<file path="config.mk">
export PLATFORM = sky130hd
export DESIGN_NAME = player_ship
export DESIGN_NICKNAME = d
export VERILOG_FILES = /design/src/rtl/player_ship.sv
export SDC_FILE = /design/constraint.sdc
export NUM_CORES = 1
export LEC_CHECK = 0
export ABC_AREA = 1
export CORE_ASPECT_RATIO = 0.6
export CORE_MARGIN = 3
export CORE_UTILIZATION = 48
export CTS_CLUSTER_SIZE = 30
export DETAILED_ROUTE_END_ITERATION = 6
export GPL_TIMING_DRIVEN = 0
export PLACE_DENSITY = 0.76
export REMOVE_ABC_BUFFERS = 1
export SYNTH_ARGS = -nofsm -noshare
export SYNTH_HDL_FRONTEND = slang
export SYNTH_SLANG_ARGS = --single-unit
export TNS_END_PERCENT = 10
</file>
<file path="constraint.sdc">
create_clock -name clk -period 5.23 [get_ports clk]
set_input_delay 0.523 -clock clk [delete_from_list [all_inputs] [get_ports clk]]
set_output_delay 0.523 -clock clk [all_outputs]
set_load 0.1 [all_outputs]
</file>
<file path="src/rtl/player_ship.sv">
// Player-ship controller: clamped horizontal movement, parallel rocket hit
// detection and the lives / explode / respawn / invulnerable state machine.
module player_ship #(
  parameter int SCREEN_W      = 640,
  parameter int START_X       = 320,
  parameter int SHIP_Y        = 450,
  parameter int STEP          = 2,
  parameter int HALF_W        = 16,
  parameter int HALF_H        = 8,
  parameter int N_ROCKETS     = 4,
  parameter int LIVES         = 3,
  parameter int EXPLODE_TICKS = 60,
  parameter int INVULN_TICKS  = 120
) (
  input  logic                   clk,
  input  logic                   reset,
  input  logic                   playing,
  input  logic                   move_tick,
  input  logic                   left,
  input  logic                   right,
  input  logic [N_ROCKETS-1:0]   rocket_valid,
  input  logic [10*N_ROCKETS-1:0] rocket_x,
  input  logic [9*N_ROCKETS-1:0] rocket_y,
  output logic [9:0]             ship_x,
  output logic [8:0]             ship_y,
  output logic                   ship_hit,
  output logic [N_ROCKETS-1:0]   rocket_clear,
  output logic [3:0]             lives,
  output logic                   visible,
  output logic                   exploding,
  output logic                   game_over
);

  localparam int TMAX  = (EXPLODE_TICKS > INVULN_TICKS) ? EXPLODE_TICKS : INVULN_TICKS;
  // At least 4 bits so the invulnerability blink bit always exists.
  localparam int CNT_W = ($clog2(TMAX + 1) < 4) ? 4 : $clog2(TMAX + 1);

  typedef enum logic [2:0] {IDLE, ALIVE, EXPLODE, INVULN, DEAD} state_t;

  state_t              state;
  logic [CNT_W-1:0]    cnt;
  logic [CNT_W-1:0]    cnt_inc;
  logic [N_ROCKETS-1:0] coll;

  function automatic logic [10:0] absdiff11(input logic [10:0] a, input logic [10:0] b);
    logic [10:0] d;
    d = (a >= b) ? (a - b) : (b - a);
    return d;
  endfunction

  // Edge-clamped position update; both or neither button holds position.
  function automatic logic [9:0] move_x(input logic [9:0] x, input logic l, input logic r);
    logic [10:0] xe;
    logic [9:0]  nx;
    xe = {1'b0, x};
    nx = x;
    if (l && !r)
      nx = (xe >= 11'(HALF_W + STEP)) ? 10'(xe - 11'(STEP)) : 10'(HALF_W);
    else if (r && !l)
      nx = ((xe + 11'(STEP)) <= 11'(SCREEN_W - HALF_W)) ? 10'(xe + 11'(STEP))
                                                        : 10'(SCREEN_W - HALF_W);
    return nx;
  endfunction

  assign ship_y  = 9'(SHIP_Y);
  assign cnt_inc = cnt + CNT_W'(1);

  always_comb begin
    coll = '0;
    for (int i = 0; i < N_ROCKETS; i++) begin
      coll[i] = rocket_valid[i]
             && (absdiff11({1'b0, rocket_x[10*i +: 10]}, {1'b0, ship_x}) <= 11'(HALF_W))
             && (absdiff11({2'b0, rocket_y[9*i +: 9]}, 11'(SHIP_Y)) <= 11'(HALF_H));
    end
  end

  always_ff @(posedge clk or posedge reset) begin
    if (reset) begin
      state        <= IDLE;
      cnt          <= '0;
      ship_x       <= 10'(START_X);
      lives        <= 4'(LIVES);
      ship_hit     <= 1'b0;
      rocket_clear <= '0;
      visible      <= 1'b1;
      exploding    <= 1'b0;
      game_over    <= 1'b0;
    end else begin
      ship_hit     <= 1'b0;
      rocket_clear <= '0;
      if (!playing) begin
        state     <= IDLE;
        cnt       <= '0;
        ship_x    <= 10'(START_X);
        lives     <= 4'(LIVES);
        visible   <= 1'b1;
        exploding <= 1'b0;
        game_over <= 1'b0;
      end else begin
        case (state)
          IDLE: state <= ALIVE;
          ALIVE: begin
            // A hit takes precedence over movement in the same cycle.
            if (|coll) begin
              ship_hit     <= 1'b1;
              rocket_clear <= coll;
              lives        <= lives - 4'd1;
              visible      <= 1'b0;
              cnt          <= '0;
              if (lives == 4'd1) begin
                state     <= DEAD;
                game_over <= 1'b1;
              end else begin
                state     <= EXPLODE;
                exploding <= 1'b1;
              end
            end else if (move_tick) begin
              ship_x <= move_x(ship_x, left, right);
            end
          end
          EXPLODE: begin
            if (move_tick) begin
              if (cnt == CNT_W'(EXPLODE_TICKS - 1)) begin
                state     <= INVULN;
                cnt       <= '0;
                ship_x    <= 10'(START_X);
                exploding <= 1'b0;
                visible   <= 1'b1;
              end else begin
                cnt <= cnt_inc;
              end
            end
          end
          INVULN: begin
            if (move_tick) begin
              ship_x <= move_x(ship_x, left, right);
              if (cnt == CNT_W'(INVULN_TICKS - 1)) begin
                state   <= ALIVE;
                cnt     <= '0;
                visible <= 1'b1;
              end else begin
                cnt     <= cnt_inc;
                visible <= ~cnt_inc[3];
              end
            end
          end
          DEAD: ;
          default: state <= IDLE;
        endcase
      end
    end
  end

endmodule
</file>
==> qor.yml <==
setup_path:
  start_kind: "register"
  setup.worst_path.end_class: "register"
  r2r_slack_ns: 1.63
  cp_data_required_time_ns: 5.44
  rr_endpoint: "ship_x[1]"
  cp_slowest_stage_delay_ns: 0.77
  worstSetupPathType: "register to register"
  crit_slowest_cell: "dfrtp_1"
  cp_common_cell: "nand2_1"
  r2r_start: "ship_x[1]"
  crit_chain: "inv_1 -> ha_1 -> nor2_1 -> inv_1 -> nand2_1 -> nand3_1 -> a21oi_1 -> nand2_1 -> nor2_1 -> nand3_1 -> nand2_1 -> nand2_1 -> nand2_2 -> inv_1 -> nand2_2 -> nand2_2 -> nand2_2 -> nand2_1 -> nand2_1"
  cp.arrival_ns: 3.81
  path_max_fanout: 13
  reg2reg_depth: 19
cts:
  cts_sinks: 31
  hold_buffers: 0
  cts_max_path_buffers: 2
  htreeDepth: 2
  cts_setup_buffers: 0
  cts_buffers: 5
  path_clk_slew_ns: 0.05
  cts_root_buffer: "clkbuf_16"
  clk-insertion-delay-late_ns: 0.27
  cts_tree: "built"
  post_cts_resized: 0
logic_synthesis:
  synth-edff-count: 0
  netlist.area_leader.share_pct: 24.2
  netlist_instances: 1407
  yosys_warnings: 0
  ys_seq_elements: 31
  synth_flop_cell: "dfrtp_1"
  synth.avg_cell_area_sq_um: 5.42
  yosysTopAreaCell: "nand2_1"
  ys_seq_area_share_pct: 10.3
  ys_types: 44
  syn_area_sq_um: 7630
  synth_area_leaders: "nand2_1, ha_1, inv_1"
  synthArstFlopShare_pct: 100
global_route:
  met1_usage_pct: 41.5
  gr-total-overflow: 0
  grt_pass1_wl_um: 37600
  gr-usage-all-layers_pct: 25.4
  antenna_found_initial: 0
  busiest_layer: "met1"
  grt_pass1_vias: 7736
  grt_max_degree: 32
  met3_usage_pct: 4.08
  use_met2_pct: 35.5
finish:
  drive_above_1_share_pct: 3.65
  final_common_cell: "nand2_1"
  syn_to_final_growth_pct: 18.2
  nNetsFinal: 1678
  antenna_cells: 0
  final_cell_mix: "nand2_1, inv_1, nand3_1, nor2_1, clkdlybuf4s50_1"
  fin_cells: 1710
  stdcell_area_sq_um: 9020
run_status:
  status: "finished clean"
power:
  p_per_area_nw_per_um2: 426
  ir_drop_mv: 0.181
  power_mw: 3.84
  p_leak_nw: 5.17
hold_path:
  hold_end: "visible"
  holdPathStages: 2
  holdCritStartpoint: "visible"
  hold_path_class: "register to register"
floorplan:
  pin_count: 117
  chipHeight_um: 104
  num_rows: 35
  die_w_um: 169
  die_area_sq_um: 17500
  coreArea_sq_um: 15500
  initial_core_util_pct: 49.3
sta:
  fmax_mhz: 277
  period_share_pct: 68.9
  setup_ws_ns: 1.63
  slew_viol_final: 0
  setup-tns-final_ns: 0
  relSlewSlack_pct: 33.5
  rsz0062_at_grt: "false"
  setup_viol: 0
  skew_ns: 0.00650
  fin_crit_ns: 3.60
  hold_viol: 0
  tightest_slew_ns: 0.995
drt:
  wire_per_inst_um: 13.5
  dr.pass1.iters: 5
  num_vias: 8880
  postRouteAntennaNets: 0
  drtIter0Drc: 977
  drc: 0
  drt_wl_total_um: 23100
  routed_via_density: 5.19
place:
  port_buffers: 106
  gp_congestion: 0.975
  hpwlAfterDp_um: 18900
  placed_cell_area_sq_um: 8810
  place_inst: 1701
  post-place-ws_ns: 1.68
run:
  max-cap-violations: 0
sequential cells by signal, summed over array words and instances, names as in the netlist:
signal        count
rocket_clear      4
ship_hit          1
state             3
lives             4
cnt               7
ship_x            9
game_over         1
visible           1
exploding         1
Yosys cell counts (all sizes together), types with 8 or more instances:
library cell	count
dfrtp	26
ha	86
nor2	146
nand2	505
o21bai	8
inv	257
buf	20
nand3	147
a21oi	52
o21ai	40
xor2	30
nand4	32
per-stage QoR:
stage / hold slack, ns / utilization [%]
floorplan: 0.464 / -
global placement: 0.454 / 57.0
detailed placement: 0.463 / 57.0
CTS: 0.469 / 58.1
global route: 0.485 / 58.3
finish: 0.466 / 58.3
layout make-up:
| type | count | area [sq um] |
|---|---|---|
| multi-input combinational | 1102 | 5750 |
| inverter | 259 | 972 |
| fill | 1560 | 6440 |
| tap | 203 | 254 |
| clock buffer | 6 | 139 |
| clock inverter | 2 | 35.0 |
| timing repair buffer | 107 | 1090 |
| sequential | 31 | 782 |
layer usage:
layer	share of wire (%)	up-vias
met1	52	3920
met2	38	371
met4	0.20	0
li1	-	4583
met3	9.9	6
met5	0	-
logic make-up (layout without fill, tap and decap cells):
group	Yosys count	after routing	synth area share, %
other	2	10	0.0985
AO/OA/AOI/OAI	122	122	9.24
flip-flops	31	31	10.3
adder cells (fa/ha/maj)	86	86	14.1
XOR/XNOR	37	37	4.25
buffers and inverters	282	374	14.8
AND/OR/NAND/NOR	847	847	47.2
report_power, final:
group | switching (mW) | internal [mW] | leakage [nW]
logic | 2.09 | 0.958 | 4.67
clock network | 0.104 | 0.237 | 0.0868
registers | 0.154 | 0.295 | 0.408
critical path: cells and delay by family, from the launching register on:
family | cells | cell delay [ns]
buffers and inverters | 3 | 0.57
AOI/OAI and AO/OA | 1 | 0.26
DFF | 1 | 0.77
adders and majority gates | 1 | 0.33
and+or+nand+nor | 14 | 1.58
how the worst max path moves through the flow:
stage                       startpoint   endpoint  depth (start not counted)
after floorplan              ship_x[4]  ship_x[1]                         20
final                        ship_x[1]  ship_x[1]                         19
after global routing         ship_x[1]  ship_x[3]                         21
after CTS                    ship_x[1]  ship_x[2]                         19
after detailed placement  rocket_x[34]  ship_x[2]                         21
after global placement    rocket_x[25]  ship_x[1]                         18
No activity file was read; power rests on OpenSTA's default activity.
